===== config.mk =====
export PLATFORM = sky130hd
export DESIGN_NAME = pc_redirect_sched
export DESIGN_NICKNAME = d
export VERILOG_FILES = /design/src/rtl/pc_redirect_sched_pkg.sv /design/src/rtl/pc_redirect_sched_prio_enc.sv /design/src/rtl/pc_redirect_sched.sv
export SDC_FILE = /design/constraint.sdc
export NUM_CORES = 1
export LEC_CHECK = 0
export BUFFER_PORTS_ARGS = -buffer_cell sky130_fd_sc_hd__buf_2
export CORE_ASPECT_RATIO = 1.25
export CORE_UTILIZATION = 44
export CTS_CLUSTER_SIZE = 28
export DETAILED_ROUTE_END_ITERATION = 16
export GPL_TIMING_DRIVEN = 0
export HOLD_SLACK_MARGIN = 0.02
export PLACE_DENSITY_LB_ADDON = 0.2
export SYNTH_ARGS = -nofsm -noshare
export SYNTH_HDL_FRONTEND = slang
export SYNTH_SLANG_ARGS = --single-unit

===== constraint.sdc =====
create_clock -name clk -period 4.1 [get_ports clk]
set_input_delay 1.025 -clock clk [delete_from_list [all_inputs] [get_ports clk]]
set_output_delay 1.025 -clock clk [all_outputs]
set_load 0.03 [all_outputs]

===== src/rtl/pc_redirect_sched_pkg.sv =====
// Shared CPU definitions for next-PC selection: PC source encodings,
// redirect priorities and the redirect record passed between the encoder and scheduler.
package pc_redirect_sched_pkg;

    localparam int ADDR_W = 32;

    typedef enum logic [2:0] {
        PCSEL_PC4     = 3'd0,
        PCSEL_TARGET  = 3'd1,
        PCSEL_CORRECT = 3'd2,
        PCSEL_EPC     = 3'd3,
        PCSEL_MEMPC   = 3'd4,
        PCSEL_EXCEPT  = 3'd5,
        PCSEL_HOLD    = 3'd7
    } pc_sel_e;

    // Numeric order matters: a larger value beats a smaller one.
    typedef enum logic [2:0] {
        PRIO_NONE    = 3'd0,
        PRIO_CORRECT = 3'd1,
        PRIO_MEMPC   = 3'd2,
        PRIO_EPC     = 3'd3,
        PRIO_EXCEPT  = 3'd4
    } redirect_prio_e;

    typedef enum logic {
        ST_IDLE = 1'b0,
        ST_HOLD = 1'b1
    } sched_state_e;

    typedef struct packed {
        redirect_prio_e    prio;
        pc_sel_e           sel;
        logic [ADDR_W-1:0] target;
    } redirect_t;

    localparam redirect_t REDIRECT_NONE = '{prio: PRIO_NONE, sel: PCSEL_PC4, target: '0};

endpackage


===== src/rtl/pc_redirect_sched_prio_enc.sv =====
// Fixed-priority encoder: collapses the four redirect request ports into the
// single highest-priority redirect seen this cycle.
module redirect_prio_enc
    import pc_redirect_sched_pkg::*;
(
    input  logic              exc_valid,
    input  logic [ADDR_W-1:0] exc_target,
    input  logic              eret_valid,
    input  logic [ADDR_W-1:0] eret_target,
    input  logic              refetch_valid,
    input  logic [ADDR_W-1:0] refetch_target,
    input  logic              mispred_valid,
    input  logic [ADDR_W-1:0] mispred_target,
    output redirect_t         req
);

    always_comb begin
        req = REDIRECT_NONE;
        if (exc_valid) begin
            req = '{prio: PRIO_EXCEPT, sel: PCSEL_EXCEPT, target: exc_target};
        end else if (eret_valid) begin
            req = '{prio: PRIO_EPC, sel: PCSEL_EPC, target: eret_target};
        end else if (refetch_valid) begin
            req = '{prio: PRIO_MEMPC, sel: PCSEL_MEMPC, target: refetch_target};
        end else if (mispred_valid) begin
            req = '{prio: PRIO_CORRECT, sel: PCSEL_CORRECT, target: mispred_target};
        end
    end

endmodule


===== src/rtl/pc_redirect_sched.sv =====
// Fetch PC register and next-PC scheduler for PRE_IF: applies redirects, BPU
// predictions or sequential PCs, buffering a redirect while fetch is stalled.
module pc_redirect_sched
    import pc_redirect_sched_pkg::*;
#(
    parameter int              PC_W     = 32,
    parameter logic [PC_W-1:0] RESET_PC = 32'hBFC0_0000
) (
    input  logic            clk,
    input  logic            rst,
    input  logic            fetch_ready,
    input  logic            exc_valid,
    input  logic [PC_W-1:0] exc_target,
    input  logic            eret_valid,
    input  logic [PC_W-1:0] eret_target,
    input  logic            refetch_valid,
    input  logic [PC_W-1:0] refetch_target,
    input  logic            mispred_valid,
    input  logic [PC_W-1:0] mispred_target,
    input  logic            bpu_valid,
    input  logic [PC_W-1:0] bpu_target,
    output logic [PC_W-1:0] pc,
    output logic [2:0]      pc_sel,
    output logic            redirect_flush,
    output logic            redirect_pending
);

    sched_state_e    state, state_next;
    redirect_t       new_req, pend_req, pend_next, cand;
    logic            cand_valid;
    logic [PC_W-1:0] pc_next;
    logic            flush_next;
    pc_sel_e         sel_c;

    redirect_prio_enc u_prio_enc (
        .exc_valid      (exc_valid),
        .exc_target     (exc_target),
        .eret_valid     (eret_valid),
        .eret_target    (eret_target),
        .refetch_valid  (refetch_valid),
        .refetch_target (refetch_target),
        .mispred_valid  (mispred_valid),
        .mispred_target (mispred_target),
        .req            (new_req)
    );

    // A new request replaces the buffered one when at least as urgent; ties go
    // to the new one because the younger pipeline event is authoritative.
    always_comb begin
        cand = new_req;
        if (state == ST_HOLD &&
            (new_req.prio == PRIO_NONE || new_req.prio < pend_req.prio)) begin
            cand = pend_req;
        end
    end

    assign cand_valid = (cand.prio != PRIO_NONE);

    always_comb begin
        state_next = state;
        pend_next  = pend_req;
        pc_next    = pc;
        flush_next = 1'b0;
        sel_c      = PCSEL_PC4;
        if (fetch_ready) begin
            if (cand_valid) begin
                pc_next    = cand.target;
                sel_c      = cand.sel;
                flush_next = 1'b1;
                state_next = ST_IDLE;
                pend_next  = REDIRECT_NONE;
            end else if (bpu_valid) begin
                pc_next = bpu_target;
                sel_c   = PCSEL_TARGET;
            end else begin
                pc_next = pc + PC_W'(4);
            end
        end else if (cand_valid) begin
            // BPU predictions are not buffered; pc stays put so the BPU re-predicts.
            pend_next  = cand;
            state_next = ST_HOLD;
            sel_c      = PCSEL_HOLD;
        end
    end

    assign pc_sel = sel_c;

    always_ff @(posedge clk) begin
        if (rst) begin
            state            <= ST_IDLE;
            pend_req         <= REDIRECT_NONE;
            pc               <= RESET_PC;
            redirect_flush   <= 1'b0;
            redirect_pending <= 1'b0;
        end else begin
            state            <= state_next;
            pend_req         <= pend_next;
            pc               <= pc_next;
            redirect_flush   <= flush_next;
            redirect_pending <= (state_next == ST_HOLD);
        end
    end

endmodule


==> results.yml <==
worst_hold_path:
  min_path_cells: 2
  timing.hold.worst.start: "pend_req[31]"
  hold_class: "reg -> reg"
floorplanning:
  fp.dieW_microns: 96.5
  core.rowCount: 42
  core_sq_mm: 0.0107
  fp.dieH_microns: 120
  dieArea_sq_mm: 0.0116
  num_io_pins: 205
  start_util: 0.458
sta:
  setup_viol: 0
  fmaxAchievable_mhz: 249
  max-slew-margin-rel: 0.393
  layout_min_cycle_time_ns: 4.02
  finalHoldViolCount: 0
  tns_ns: 0
  worst_slack_ns: 0.0822
  drv_slew: 0
  whs_ns: 0.484
  rsz0062_at_grt: "false"
  worst_pin_slew_ns: 0.903
  clock_skew_ns: 0.00823
  period_share: 0.980
power:
  powerDensity_mw_per_mm2: 342
  power_leakage_nw: 2.82
  peakVddDrop_mv: 0.230
setup_path:
  path_depth: 12
  crit_arrival_ns: 2.99
  crit_path_frequent_cell: "buf_6"
  worst_r2r_path_depth: 11
  cp-end-kind: "primary output"
  crit_path_max_incr_delay_ns: 0.39
  worstPathRequired_ns: 3.07
  slowest_stage: "or3_4"
  r2r-start: "pend_req[37]"
  crit_chain: "buf_6 > buf_8 > nor2_2 > ha_1 > nand2_1 > and3_1 > clkbuf_8 > a22o_4 > or3_4 > o21ai_2 > a21oi_2 > buf_6"
  worstSetupStartpointType: "input pin"
  cpLargestDelayFamily: "simple AND/OR/NAND/NOR gates"
  crit_buf_inv: 4
  critPathMaxFanout: 19
  worstSetupPathType: "in -> out"
  worstSetupStartpoint: "exc_valid"
global_routing:
  grt_max_degree: 20
  grt_pass1_wl_microns: 28500
  grt_pass1_vias: 5613
  grtUsageTotal: 0.324
  antenna_found_initial: 0
  grt.overflow.total: 0
placement:
  port-buffer-count: 204
  dp_slack_ns: -0.451
  dp_hpwl_microns: 14900
  routabilityCongestion: 0.960
finish:
  fin_util: 0.608
  final_cell_mix: "buf_2, a22oi_1, dfxtp_1"
  final_common_cell: "buf_2"
  drive_gt1_frac: 0.323
  num_antenna_cells: 0
  fin_nets: 1018
  area_delta_synth_final_pct: 32.8
synthesis:
  async_flop_share: 0
  synth_edf_count: 0
  synth_cells: 632
  synth-seq-cells: 72
  ys_seq_area_frac: 0.294
  synth_warnings: 0
  avgSynthCellArea_sq_um: 7.77
  yosysUniqueCellTypes: 62
  syn_area_sq_mm: 0.00491
  synth.net_count: 803
  synth_flop_cell: "dfxtp_1"
cts:
  clkLatencyLatePin_ns: 0.34
  cts_hold_buf: 0
  htree_levels: 3
  clkTransAtPathRegs_ns: 0.06
  tritoncts: "done"
  clockBufferDepth: 2
  cts-root-buf: "clkbuf_16"
  numCtsBuffers: 9
  clock-sinks: 72
drt:
  drc_errors: 0
  vias: 6011
  firstDrtPassIters: 5
  drtIter0Drc: 610
  detail_route.wirelength_microns: 19100
  viasPerCell: 6.11
  wl_per_cell_microns: 19.4
  drtAntennaViolNets: 0
flow_run:
  cap_violations: 0
status:
  status: "finished clean"
## metal layers
layer / GRT usage / vias to the layer above / share of wire
met4: 0.162 / 0 / 0.038
met3: 0.0646 / 55 / 0.089
met2: 0.526 / 384 / 0.47
li1: - / 2821 / -
met1: 0.400 / 2751 / 0.40
met5: 0 / - / 0
## report_power, final
group          switching, mW  internal, mW
sequential            0.0588         0.754
clock                  0.317         0.474
combinational          0.370         0.258
total                  0.746          1.49
## worst paths after layout
| path | endpoint | slack [ns] |
|---|---|---|
| worst max register to register | pc[16] | 1.35 |
| worst min-delay path | pend_req[31] | 0.48 |
| worst max-delay path | pc_sel[2] | 0.08 |
| worst min register to register | pend_req[31] | 0.48 |
## through the flow
| step | total power, mW | instance area (sq um) | instances |
|---|---|---|---|
| after floorplan | 1.19 | 4960 | 632 |
| after global placement | 1.41 | 6140 | 968 |
| after detailed placement | 1.43 | 6140 | 968 |
| after CTS | 2.22 | 6480 | 981 |
| after global routing | 2.32 | 6520 | 984 |
| final | 2.23 | 6520 | 984 |
## logic make-up after synthesis
| group | Yosys count | synth area share |
|---|---|---|
| adder cells (fa/ha/maj) | 3 | 0.00765 |
| multiplexers | 27 | 0.0591 |
| flip-flops | 72 | 0.294 |
| XOR/XNOR | 21 | 0.0375 |
| AND/OR/NAND/NOR | 182 | 0.174 |
| buffers and inverters | 72 | 0.0640 |
| AO/OA/AOI/OAI | 255 | 0.364 |
## sequential cells by signal, indices dropped and copies added (netlist names)
signal and flops:
pc 32, state 1, pend_req 38, redirect_flush 1
## worst reg2reg max path, stage by stage (launching register included)
cell and delay, ns:
dfxtp_1 0.38, inv_1 0.06, ha_1 0.34, nand2_1 0.09, and3_1 0.20, clkbuf_8 0.16
a22oi_4 0.23, buf_4 0.23, buf_6 0.18, mux2i_1 0.41, nor2_1 0.09, a221o_1 0.26
## cell type report
type	count	area [sq um]
Fill cell	997	4200
Multi-Input combinational cell	488	3200
Sequential cell	72	1440
Timing Repair Buffer	209	1080
Buffer	49	267
Clock buffer	10	229
Tap cell	132	165
Clock inverter	6	68.8
Inverter	18	67.6
## synthesized netlist by cell type, types with 3 or more instances
| cell type | instances | area share |
|---|---|---|
| and3_1 | 9 | 0.011 |
| o22ai_1 | 3 | 0.0038 |
| mux2i_1 | 11 | 0.022 |
| a21o_1 | 7 | 0.011 |
| a22oi_1 | 85 | 0.13 |
| buf_2 | 14 | 0.014 |
| dfxtp_1 | 72 | 0.29 |
| o21ai_0 | 60 | 0.061 |
| clkbuf_1 | 34 | 0.026 |
| a2bb2oi_1 | 16 | 0.029 |
| xor2_1 | 9 | 0.016 |
| a221oi_1 | 5 | 0.0089 |
| mux2_1 | 4 | 0.0092 |
| mux2_2 | 12 | 0.028 |
| nor2_1 | 65 | 0.050 |
| a211oi_1 | 7 | 0.011 |
| o211ai_1 | 10 | 0.015 |
| nand4_1 | 11 | 0.014 |
| buf_6 | 3 | 0.0069 |
| ha_1 | 3 | 0.0076 |
| o21ai_1 | 5 | 0.0051 |
| nor3_1 | 13 | 0.013 |
| a31oi_1 | 6 | 0.0076 |
| nand3_1 | 22 | 0.022 |
| or2_2 | 3 | 0.0038 |
| o32ai_1 | 3 | 0.0054 |
| nand2_1 | 41 | 0.031 |
| o21a_1 | 3 | 0.0046 |
| a21oi_1 | 22 | 0.022 |
| inv_1 | 17 | 0.013 |
| xnor2_1 | 12 | 0.021 |
| a32o_1 | 4 | 0.0082 |
## timing repair
item                       CTS  global route
buffers inserted             2             3
setup endpoints to repair    3             3
pin swaps                    2             1
gates resized for setup     17             5
(Power assumes the default switching activity.)
